`config.mk`:
```
export PLATFORM = sky130hd
export DESIGN_NAME = note_sequencer
export DESIGN_NICKNAME = d
export VERILOG_FILES = /design/src/rtl/composer_pkg.sv /design/src/rtl/tick_sync.sv /design/src/rtl/note_sequencer.sv
export SDC_FILE = /design/constraint.sdc
export NUM_CORES = 1
export LEC_CHECK = 0
export ABC_AREA = 1
export ABC_CLOCK_PERIOD_IN_PS = 3500
export BUFFER_PORTS_ARGS = -buffer_cell sky130_fd_sc_hd__buf_2
export CORE_ASPECT_RATIO = 1.75
export CORE_UTILIZATION = 40
export DETAILED_ROUTE_END_ITERATION = 10
export HOLD_SLACK_MARGIN = 0.03
export PLACE_DENSITY = 0.53
export SYNTH_ARGS = -nofsm -noshare
export SYNTH_HDL_FRONTEND = slang
export SYNTH_SLANG_ARGS = --single-unit
```
`constraint.sdc`:
```
create_clock -name CLOCK_50 -period 3.5 [get_ports CLOCK_50]
set_clock_uncertainty 0.1 [all_clocks]
set_input_delay 0.35 -clock CLOCK_50 [delete_from_list [all_inputs] [get_ports CLOCK_50]]
set_output_delay 0.35 -clock CLOCK_50 [all_outputs]
set_load 0.05 [all_outputs]
```
`src/rtl/composer_pkg.sv`:
```
// Shared constants and types for the composer step-sequencer blocks.
// Pattern geometry, the rest-note code and the sequencer state encoding.
package composer_pkg;
    localparam int STEPS  = 32;
    localparam int NOTE_W = 5;
    localparam int STEP_W = 5;

    localparam logic [NOTE_W-1:0] NOTE_REST = '0;

    typedef enum logic [1:0] {
        IDLE    = 2'd0,
        GATE    = 2'd1,
        RELEASE = 2'd2
    } state_t;

    // A tempo of zero would never reach a step boundary, so it runs as one tick per step.
    function automatic logic [3:0] eff_tempo_f(input logic [3:0] t);
        return (t == 4'd0) ? 4'd1 : t;
    endfunction
endpackage

```
`src/rtl/tick_sync.sv`:
```
// Synchronises a slow level into clk and emits a one-cycle strobe per rising edge.
// Latency: strobe is high for the cycle ending on the third clk edge after the input rises.
// Backpressure: none; every rising edge that survives synchronisation yields one strobe.
module tick_sync (
    input  logic clk,
    input  logic rst_n,
    input  logic async_in,
    output logic strobe
);
    logic sync1;
    logic sync2;
    logic prev;

    always_ff @(posedge clk or negedge rst_n) begin
        if (!rst_n) begin
            sync1 <= 1'b0;
            sync2 <= 1'b0;
            prev  <= 1'b0;
        end else begin
            sync1 <= async_in;
            sync2 <= sync1;
            prev  <= sync2;
        end
    end

    assign strobe = sync2 & ~prev;
endmodule

```
`src/rtl/note_sequencer.sv`:
```
// Steps through a note pattern on synchronised 16 Hz ticks and drives note/gate.
// Latency: note/gate/step_pulse update on the edge that samples the tick strobe.
// Backpressure: none; strobes coinciding with clear_pos or play=0 are dropped.
module note_sequencer
    import composer_pkg::*;
(
    input  logic              CLOCK_50,
    input  logic              resetn,
    input  logic              tick_16hz,
    input  logic              play,
    input  logic              clear_pos,
    input  logic [3:0]        tempo,
    input  logic              wr_en,
    input  logic [STEP_W-1:0] wr_addr,
    input  logic [NOTE_W-1:0] wr_note,
    output logic [NOTE_W-1:0] note,
    output logic              gate,
    output logic [STEP_W-1:0] step,
    output logic              step_pulse,
    output logic              playing
);
    logic              strobe;
    state_t            state;
    logic [3:0]        tick_cnt;
    logic [3:0]        eff_tempo;
    logic [NOTE_W-1:0] pattern [STEPS];
    logic [STEP_W-1:0] load_idx;
    logic [NOTE_W-1:0] load_note;
    logic              boundary;
    logic              do_load;
    logic [3:0]        tick_nxt;
    logic [3:0]        last_tick;

    tick_sync u_tick_sync (
        .clk      (CLOCK_50),
        .rst_n    (resetn),
        .async_in (tick_16hz),
        .strobe   (strobe)
    );

    assign tick_nxt  = tick_cnt + 4'd1;
    assign last_tick = eff_tempo - 4'd1;

    // The first load out of IDLE replays the held step; later loads advance it.
    assign load_idx  = (state == IDLE) ? step : step + STEP_W'(1);
    assign load_note = pattern[load_idx];

    assign boundary = (state == IDLE)
                   || (state == GATE    && eff_tempo == 4'd1)
                   || (state == RELEASE && tick_cnt == last_tick);
    assign do_load  = strobe && play && !clear_pos && boundary;

    always_ff @(posedge CLOCK_50 or negedge resetn) begin
        if (!resetn) begin
            state      <= IDLE;
            tick_cnt   <= 4'd0;
            eff_tempo  <= 4'd1;
            note       <= NOTE_REST;
            gate       <= 1'b0;
            step       <= '0;
            step_pulse <= 1'b0;
            playing    <= 1'b0;
            for (int i = 0; i < STEPS; i++) pattern[i] <= NOTE_REST;
        end else begin
            step_pulse <= 1'b0;
            // Written after the read above has been sampled, so a same-edge write is seen next visit.
            if (wr_en) pattern[wr_addr] <= wr_note;

            if (clear_pos) begin
                state    <= IDLE;
                step     <= '0;
                tick_cnt <= 4'd0;
                gate     <= 1'b0;
                note     <= NOTE_REST;
                playing  <= 1'b0;
            end else if (!play) begin
                state    <= IDLE;
                tick_cnt <= 4'd0;
                gate     <= 1'b0;
                note     <= NOTE_REST;
                playing  <= 1'b0;
            end else if (do_load) begin
                state      <= GATE;
                step       <= load_idx;
                note       <= load_note;
                gate       <= (load_note != NOTE_REST);
                eff_tempo  <= eff_tempo_f(tempo);
                tick_cnt   <= 4'd0;
                step_pulse <= 1'b1;
                playing    <= 1'b1;
            end else if (strobe && state == GATE) begin
                tick_cnt <= tick_nxt;
                if (tick_nxt == last_tick) begin
                    gate  <= 1'b0;
                    state <= RELEASE;
                end
            end
        end
    end
endmodule

```
==> reports/metrics.csv <==
metric,value,unit
outcome,finished clean,
clkPwrFrac,33.5,%
cp_max_fo,11,
dr.pass1.iters,5,
post_cts_buffers,0,
grt_pass1_wl,42790,um
critPathKind,register to register,
ys_seq_elements,186,
power_density,548.9,nW/um^2
p_int,3918,uW
dpl_cell_area,9499,um^2
drc,0,
place_congestion,0.8365,
initial_core_util,40.79,%
grt_max_degree,101,
grt_pass1_vias,7797,
synthFlopType,dfrtp_1,
antenna_found_initial,0,
start_kind,register,
avgViaCountPerCell,5.211,
hp-start,tempo[1],
critPathLaunch,eff_tempo[0]$_DFFE_PN1P_,
cts_tree,done,
layout_common_cells,"309 x nand2_1, 185 x dfrtp_1, 163 x nand3_1",
holdBufCountCts,4,
final_hold_viol_count,0,
synth-edff-count,0,
die_y,200.5,um
fp.coreArea,22070,um^2
rows,72,
ys_async_sr_fraction,100.0,%
clock_path_buffers,2,
syn-cell-area,9002,um^2
multiInputGateArea,3695,um^2
ys_warn_count,0,
maxSlewViolCount,0,
hpwl,17210,um
clk_pin_slew_worst_paths,70,ps
routed_wl,26300,um
fin_cells,1453,
slowest_stage,dfstp_2,
synth_cell_types,34,
root_buffer,clkbuf_16,
synthToLayoutAreaGrowth,12.08,%
seq_area_frac_synth,51.72,%
io_pins,33,
nFillCells,2273,
maxSlewHeadroom,28.43,%
finalSetupViolations,0,
antenna_left,0,
grt_overflow_total,0,
max_freq,367.9,MHz
slowest_delay,580,ps
p_seq_share,49.1,%
ff_latch_area,4656,um^2
port_buffers,32,
clock_sinks,186,
dp_cells,1418,
syn-num-nets,1142,
ir_drop,0.3261,mV
max-cap-violations,0,
fin_crit,2718,ps
min_period_over_period,77.67,%
grt_usage,24.70,%
p_sw_share,29.25,%
via_count,7572,
cp.required,3750,ps
fin_tns_setup,0,ps
syn_inst,1118,
path_buf_inv,3,
first_iter_violations,457,
hp-class,input port to register,
rsz0062_at_grt,false,
num_antenna_cells,0,
r2r_start,eff_tempo[0]$_DFFE_PN1P_,
htreeDepth,4,
power.switching,1620,uW
worstMarginPinSlew,1072,ps
post_cts_resized,0,
crit_chain,"inv_1, ha_1, xor2_1, xor2_1, nor2_1, nand3_1, nand2_1, nand2_1, buf_4, inv_1, or2_2, o22ai_1",
wire_per_inst,18.10,um
die-area,23130,um^2
crit_arrival,2970,ps
clk_latency,440,ps
end_kind,register,
path_delay_family,simple AND/OR/NAND/NOR gates,
final_cell_area,10090,um^2
combPwrFrac,17.4,%
syn_area_per_cell,8.052,um^2
final_common_cell,nand2_1,
numCtsBuffers,17,
drive_above_1_share,8.038,%
fin_nets,1169,
power_leakage,0.004876,uW
fp.dieW,115.4,um
[synth_stat cells (5+ instances only)]
| master | count | area, um^2 |
|---|---|---|
| a21oi_1 | 9 | 45.04 |
| inv_1 | 114 | 427.9 |
| clkbuf_1 | 21 | 78.83 |
| nand3b_1 | 31 | 232.7 |
| xor2_1 | 9 | 78.83 |
| dfrtp_1 | 185 | 4629 |
| nand3_1 | 163 | 815.8 |
| buf_2 | 24 | 120.1 |
| nand2_1 | 309 | 1160 |
| nor2_1 | 28 | 105.1 |
| o21ai_0 | 157 | 785.8 |
| o211ai_1 | 15 | 112.6 |
| o22ai_1 | 5 | 31.28 |
| nor3_1 | 14 | 70.07 |
[routing by layer]
layer	vias to the layer above	GRT usage (%)	wire, um
met2	202	42.99	13530
met1	3609	29.75	10850
met4	0	10.16	790
li1	3718	-	-
met5	-	0	0
met3	43	3.986	1123
[final cells by class]
| cell class | count | area share, % |
|---|---|---|
| inverter | 117 | 4.353 |
| sequential | 186 | 46.14 |
| multi-input combinational | 766 | 36.62 |
| clock inverter | 6 | 0.6448 |
| tap | 296 | 3.671 |
| clock buffer | 25 | 4.812 |
| timing repair buffer | 57 | 3.757 |
[kinds of logic (layout without fill, tap and decap cells)]
group / after synthesis / count (layout) / synth area share [%]
AOI/OAI and AO/OA: 197 / 197 / 11.87
xor gates and xnor gates: 13 / 13 / 1.348
adders and majority gates: 4 / 4 / 0.5560
buffers and inverters: 166 / 205 / 7.297
DFF: 186 / 186 / 51.72
and+or+nand+nor: 552 / 552 / 27.21
[final timing paths]
kind,end,slack [ps],cells past startpoint
worst max-delay path,step[0]$_DFFE_PN0P_,780,12
min in group asynchronous,u_tick_sync.prev$_DFF_PN0_,480,2
worst min register to register,u_tick_sync.sync2$_DFF_PN0_,250,0
worst max register to register,step[0]$_DFFE_PN0P_,780,12
max in group asynchronous,note[0]$_DFFE_PN0P_,1940,3
worst min-delay path,eff_tempo[1]$_DFFE_PN0P_,100,3
[worst register-to-register path: stages, from the launching register on]
cell	delay (ps)
dfstp_2	580
inv_1	70
ha_1	200
xor2_1	270
xor2_1	180
nor2_1	60
nand3_1	90
nand2_1	60
nand2_1	110
buf_4	200
inv_1	210
or2_2	390
o22ai_1	130
[stage by stage]
| step | setup WS (ps) | utilization, % | hold WS, ps | power [uW] |
|---|---|---|---|---|
| 2_1_floorplan | 1161 | - | -45.59 | 3378 |
| 3_3_place_gp | 784.1 | 43.04 | 235.2 | 3707 |
| 3_5_place_dp | 802.0 | 43.04 | 239.6 | 3725 |
| 4_1_cts | 773.7 | 45.71 | 85.98 | 5591 |
| 5_1_grt | 624.3 | 45.71 | 110.8 | 5866 |
| 6_report | 781.6 | 45.71 | 100.4 | 5538 |
[power groups by stage]
stage | Sequential, uW | Clock [uW] | Combinational (uW)
after global routing | 2760 | 1980 | 1120
final | 2720 | 1850 | 962
after global placement | 2750 | 0 | 957
after detailed placement | 2750 | 0 | 971
after CTS | 2720 | 1890 | 978
after floorplan | 2700 | 0 | 674
[state kept, by name, indices dropped and copies added, names as in the netlist]
name	cells
gate	1
u_tick_sync.sync1	1
eff_tempo	4
step	5
u_tick_sync.sync2	1
tick_cnt	4
note	5
playing	1
pattern	160
u_tick_sync.prev	1
step_pulse	1
state	2
Note: power is estimated with default switching activity, not from simulation.
